### src/rtl/ni_packet_tx.sv
// Network-interface packet transmitter: packet request + payload stream -> header/body/tail flits on an RTS/CTS link.
// Optional feature: define NI_PARITY_EN to put even parity over the flit in bit [0].
module ni_packet_tx #(
    parameter int DATA_WIDTH = 32,
    parameter int AXIS       = 4
) (
    input  logic                  clk,
    input  logic                  reset,
    input  logic [AXIS-1:0]       cur_addr,
    input  logic                  pkt_valid,
    output logic                  pkt_ready,
    input  logic [AXIS-1:0]       pkt_dst,
    input  logic [11:0]           pkt_len,
    input  logic                  pl_valid,
    output logic                  pl_ready,
    input  logic [27:0]           pl_data,
    output logic [DATA_WIDTH-1:0] TX,
    output logic                  RTS,
    input  logic                  DCTS,
    output logic                  busy
);

    typedef enum logic [1:0] {
        S_IDLE,
        S_HDR,
        S_BODY,
        S_TAIL
    } state_t;

    state_t                  state_q, state_d;
    logic [11:0]             rem_q, rem_d;
    logic [11:0]             len_q, len_d;
    logic [AXIS-1:0]         dst_q, dst_d;
    logic [7:0]              seq_q, seq_d;
    logic                    gap_q, gap_d;
    logic [DATA_WIDTH-1:0]   tx_q, tx_d;
    logic                    rts_q, rts_d;

    logic                    launch;
    logic [11:0]             len_clamped;
    logic [30:0]             flit_hi;
    logic [31:0]             flit_w;

    // A flit may leave only after the idle gap cycle, so DCTS already reflects the previous write.
    always_comb begin
        launch = (state_q != S_IDLE) && !gap_q && DCTS &&
                 ((state_q == S_HDR) || pl_valid);
    end

    always_comb begin
        len_clamped = (pkt_len < 12'd2) ? 12'd2 : pkt_len;
    end

    always_comb begin
        flit_hi = {3'b010, pl_data};
        case (state_q)
            S_HDR:   flit_hi = {3'b001, len_q, 4'(dst_q), 4'(cur_addr), seq_q};
            S_TAIL:  flit_hi = {3'b100, pl_data};
            default: flit_hi = {3'b010, pl_data};
        endcase
`ifdef NI_PARITY_EN
        flit_w = {flit_hi, ^flit_hi};
`else
        flit_w = {flit_hi, 1'b0};
`endif
    end

    always_comb begin
        state_d = state_q;
        rem_d   = rem_q;
        len_d   = len_q;
        dst_d   = dst_q;
        seq_d   = seq_q;
        gap_d   = launch;
        tx_d    = tx_q;
        rts_d   = 1'b0;

        case (state_q)
            S_IDLE: begin
                if (pkt_valid) begin
                    len_d   = len_clamped;
                    dst_d   = pkt_dst;
                    rem_d   = len_clamped - 12'd2;
                    state_d = S_HDR;
                end
            end
            S_HDR: begin
                if (launch) begin
                    state_d = (rem_q != 12'd0) ? S_BODY : S_TAIL;
                end
            end
            S_BODY: begin
                if (launch) begin
                    rem_d = rem_q - 12'd1;
                    if (rem_q == 12'd1) begin
                        state_d = S_TAIL;
                    end
                end
            end
            S_TAIL: begin
                if (launch) begin
                    state_d = S_IDLE;
                    seq_d   = seq_q + 8'd1;
                end
            end
            default: state_d = S_IDLE;
        endcase

        if (launch) begin
            tx_d  = DATA_WIDTH'(flit_w);
            rts_d = 1'b1;
        end
    end

    always_ff @(posedge clk or negedge reset) begin
        if (!reset) begin
            state_q <= S_IDLE;
            rem_q   <= '0;
            len_q   <= '0;
            dst_q   <= '0;
            seq_q   <= '0;
            gap_q   <= 1'b0;
            tx_q    <= '0;
            rts_q   <= 1'b0;
        end else begin
            state_q <= state_d;
            rem_q   <= rem_d;
            len_q   <= len_d;
            dst_q   <= dst_d;
            seq_q   <= seq_d;
            gap_q   <= gap_d;
            tx_q    <= tx_d;
            rts_q   <= rts_d;
        end
    end

    assign TX        = tx_q;
    assign RTS       = rts_q;
    assign pkt_ready = (state_q == S_IDLE);
    assign busy      = (state_q != S_IDLE);
    // Payload is taken exactly on the edges where its flit can launch.
    assign pl_ready  = ((state_q == S_BODY) || (state_q == S_TAIL)) && !gap_q && DCTS;

endmodule

### config.mk
export PLATFORM = sky130hd
export DESIGN_NAME = ni_packet_tx
export DESIGN_NICKNAME = d
export VERILOG_FILES = /design/src/rtl/ni_packet_tx.sv
export SDC_FILE = /design/constraint.sdc
export NUM_CORES = 1
export LEC_CHECK = 0
export ABC_AREA = 1
export CAP_MARGIN = 20
export CORE_ASPECT_RATIO = 0.75
export CORE_UTILIZATION = 45
export CTS_CLUSTER_SIZE = 14
export DETAILED_ROUTE_END_ITERATION = 6
export PLACE_DENSITY_LB_ADDON = 0.2
export SYNTH_ARGS = -nofsm -noshare
export SYNTH_HDL_FRONTEND = slang
export SYNTH_SLANG_ARGS = --single-unit
### constraint.sdc
create_clock -name clk -period 3.35 [get_ports clk]
set_input_delay 1.005 -clock clk [delete_from_list [all_inputs] [get_ports clk]]
set_output_delay 1.005 -clock clk [all_outputs]
set_load 0.005 [all_outputs]
==> flow_metrics.env, run 1 <==
export IMPL_endpoint_kind="primary output"
export IMPL_viasPerCell=5.28
export IMPL_min_period_ns=3.27
export IMPL_netlist_area_leader_share_pct=48.8
export IMPL_fin_tns_setup_ns=0
export IMPL_whs_ns=0.472
export IMPL_place_gp_congestion=0.858
export IMPL_synth_top_area_cell="dfrtp_1"
export IMPL_dp_cells=609
export IMPL_synth_edff_count=0
export IMPL_seqCellArea_um2=1750
export IMPL_ant_nets=0
export IMPL_fmax_mhz=306
export IMPL_grt_usage_pct=23.6
export IMPL_clock_skew_ns=0.00957
export IMPL_post_dp_hpwl_mm=6.53
export IMPL_drv_slew=0
export IMPL_fin_nets=581
export IMPL_synth_xor_area_share_pct=1.95
export IMPL_path_cells="clkdlybuf4s50_1 > o21ai_0 > nor2_1 > clkdlybuf4s50_1"
export IMPL_yosysWarnings=0
export IMPL_crit_buf_inv=2
export IMPL_start_util_pct=47.6
export IMPL_htreeDepth=3
export IMPL_fin_crit_sh_pct=97.7
export IMPL_switching_power_mw=1.61
export IMPL_worst_slew_pin_slew_ns=1.03
export IMPL_critical_path_max_stage_delay_ns=0.53
export IMPL_rows=27
export IMPL_cts_resized=0
export IMPL_synth_most_common_cell="nand2_1"
export IMPL_path_delay_family="buffers and inverters"
export IMPL_drt_wl_total_mm=9.07
export IMPL_avgRoutedWirePerCell_um=14.5
export IMPL_holdCritPathClass="in -> async"
export IMPL_synthSimpleGateAreaFrac_pct=19.5
export IMPL_ir_drop_v=0.000389
export IMPL_die_w_um=105
export IMPL_pwr_share_clk_pct=18.6
export IMPL_cts_root_buf="clkbuf_8"
export IMPL_p_sw_share_pct=39.1
export IMPL_seqPwrFrac_pct=36.0
export IMPL_syn_area_um2=3590
export IMPL_worst_path_max_fanout=2
export IMPL_grt_pass1_vias=3197
export IMPL_synth_cells=433
export IMPL_synth_compound_area_share_pct=18.1
export IMPL_drt_iter0_drc=198
export IMPL_clk_pin_slew_worst_paths_ns=0.08
export IMPL_status="completed"
export IMPL_antenna_cells=0
export IMPL_synthFlopType="dfrtp_1"
export IMPL_crit_top_cell="clkdlybuf4s50_1"
export IMPL_grt_max_degree=49
export IMPL_synth_top_family_by_area="simple AND/OR/NAND/NOR gates"
export IMPL_rsz0062_at_grt="false"
export IMPL_synth_common_cells="nand2_1, dfrtp_1, o21ai_0"
export IMPL_seq_area_frac_synth_pct=48.8
export IMPL_die_area_um2=8330
export IMPL_crit_arrival_ns=2.27
export IMPL_hold_viol=0
export IMPL_cts_buffer_depth=2
export IMPL_dr_pass1_iters=5
export IMPL_die_h_um=79.3
export IMPL_cts_setup_buffers=0
export IMPL_internal_power_mw=2.50
export IMPL_p_leak_nw=2.25
export IMPL_slowest_stage="clkdlybuf4s50_1"
export IMPL_cts_tree="done"
export IMPL_cp_data_required_time_ns=2.34
export IMPL_path_class="in -> out"
export IMPL_cts_buffers=9
export IMPL_critPathLaunchType="input port"
export IMPL_hold_buffers=0
export IMPL_drc=0
export IMPL_vias=3299
export IMPL_cap_violations=0
export IMPL_synth_area_leaders="dfrtp_1, nand2_1, o21ai_0"
export IMPL_synth_seq_cells=70
export IMPL_io_pins=89
export IMPL_n_fill_cell=679
export IMPL_async_flop_share_pct=100
export IMPL_multi_input_area_um2=1590
export IMPL_power_density_nw_per_um2=863
export IMPL_syn_avg_cell_area_um2=8.28
export IMPL_setup_violations=0
export IMPL_grt_overflow=0
export IMPL_synth_nets=495
export IMPL_fin_cells=625
export IMPL_drive_above_1_share_pct=7.25
export IMPL_syn2layout_area_growth_pct=32.9
export IMPL_finalPower_mw=4.11
export IMPL_synth_area_mux_share_pct=1.57
export IMPL_grt_pass1_wl_mm=15.4
export IMPL_maxSlewHeadroom_pct=31.5
export IMPL_core_area_um2=7530
export IMPL_port_buffers=87
export IMPL_clk_latency_ns=0.34
export IMPL_clkSinkCount=70
export IMPL_synthAdderAreaFrac_pct=3.14
export IMPL_combPwrFrac_pct=45.4
export IMPL_antenna_found_initial=0
export IMPL_synth_cell_types=30
export IMPL_post_route_util_pct=63.2
[per-layer routing]
metal | wire length, µm | global-route usage, % | share of wire, %
met1 | 4250 | 31.4 | 47
met2 | 4170 | 38.7 | 46
met3 | 529 | 5.42 | 5.8
met4 | 122 | 7.32 | 1.3
met5 | 0 | 0 | 0
[cell usage in the layout (no fill, tap or decap)]
cell type / netlist / final
nand2_1: 107 / 107
clkdlybuf4s50_1: 0 / 86
dfrtp_1: 70 / 70
o21ai_0: 58 / 58
inv_1: 38 / 38
a22oi_1: 29 / 29
nor2_1: 27 / 27
nand3_1: 23 / 23
a21oi_1: 15 / 15
clkbuf_8: 0 / 10
ha_1: 9 / 9
o21ai_1: 7 / 7
buf_4: 2 / 7
mux2_2: 5 / 5
xnor2_1: 5 / 5
inv_2: 3 / 3
nand4_1: 3 / 3
xor2_1: 3 / 3
nor2_2: 2 / 2
bufinv_16: 0 / 2
clkinv_4: 0 / 2
nand3_4: 1 / 1
o21ai_2: 1 / 1
o31ai_1: 1 / 1
o211ai_1: 1 / 1
nor3_1: 1 / 1
nand2_2: 1 / 1
nor2_4: 1 / 1
nand3_2: 1 / 1
a31oi_1: 1 / 1
conb_1: 1 / 1
clkinv_2: 0 / 1
clkbuf_1: 13 / 1
buf_2: 3 / 1
[stage by stage]
stage | area, µm² | worst slack [ns]
4_1_cts | 4760 | 0.0859
2_1_floorplan | 3590 | 0.927
5_1_grt | 4760 | 0.0232
3_3_place_gp | 4540 | 0.128
6_report | 4760 | 0.0779
3_5_place_dp | 4540 | 0.104
[cell families after synthesis]
| logic type | Yosys count |
|---|---|
| AO/OA/AOI/OAI | 113 |
| other | 1 |
| buffers and inverters | 60 |
| multiplexers | 5 |
| adder cells (fa/ha/maj) | 9 |
| XOR/XNOR | 8 |
| flip-flops | 70 |
| AND/OR/NAND/NOR | 167 |
[layout make-up]
class | count | area share, %
Sequential cell | 70 | 36.8
Timing Repair Buffer | 94 | 19.3
Inverter | 41 | 3.23
Clock inverter | 5 | 1.73
Tap cell | 101 | 2.65
Multi-Input combinational cell | 303 | 33.4
Clock buffer | 11 | 2.97
[final timing paths]
path                                 start       end  slack (ns)  cells past startpoint
worst min-delay path                 reset    TX[16]        0.47                      1
worst max-delay path                  DCTS  pl_ready        0.08                      4
min in group clk                    TX[14]    TX[14]        0.49                      2
worst max register to register  state_q[1]    TX[11]        0.93                      6
worst min register to register      TX[14]    TX[14]        0.49                      2
max in group asynchronous            reset  rem_q[5]        2.16                      2
[state kept, by name (all words and copies together), names as in the netlist]
| name | flops |
|---|---|
| gap_q | 1 |
| seq_q | 8 |
| TX | 31 |
| rem_q | 12 |
| dst_q | 4 |
| state_q | 2 |
| len_q | 12 |
[power by group through the flow]
stage | sequential (mW) | clock [mW] | combinational [mW]
finish | 1.48 | 0.767 | 1.87
global placement | 1.47 | 0 | 1.82
floorplan | 1.45 | 0 | 1.13
CTS | 1.48 | 0.786 | 1.87
detailed placement | 1.49 | 0 | 1.86
global route | 1.53 | 0.820 | 2.11
No activity file was read; power rests on OpenSTA's default activity.
==> run 2, diff against run 1 <==
--- a/config.mk
+++ b/config.mk
@@ -6,7 +6,6 @@
 export NUM_CORES = 1
 export LEC_CHECK = 0
 export ABC_AREA = 1
-export CAP_MARGIN = 20
 export CORE_ASPECT_RATIO = 0.75
 export CORE_UTILIZATION = 45
 export CTS_CLUSTER_SIZE = 14
==> results of run 2 <==
Same layout as run 1: the final DEF is identical, and so are final timing and power.
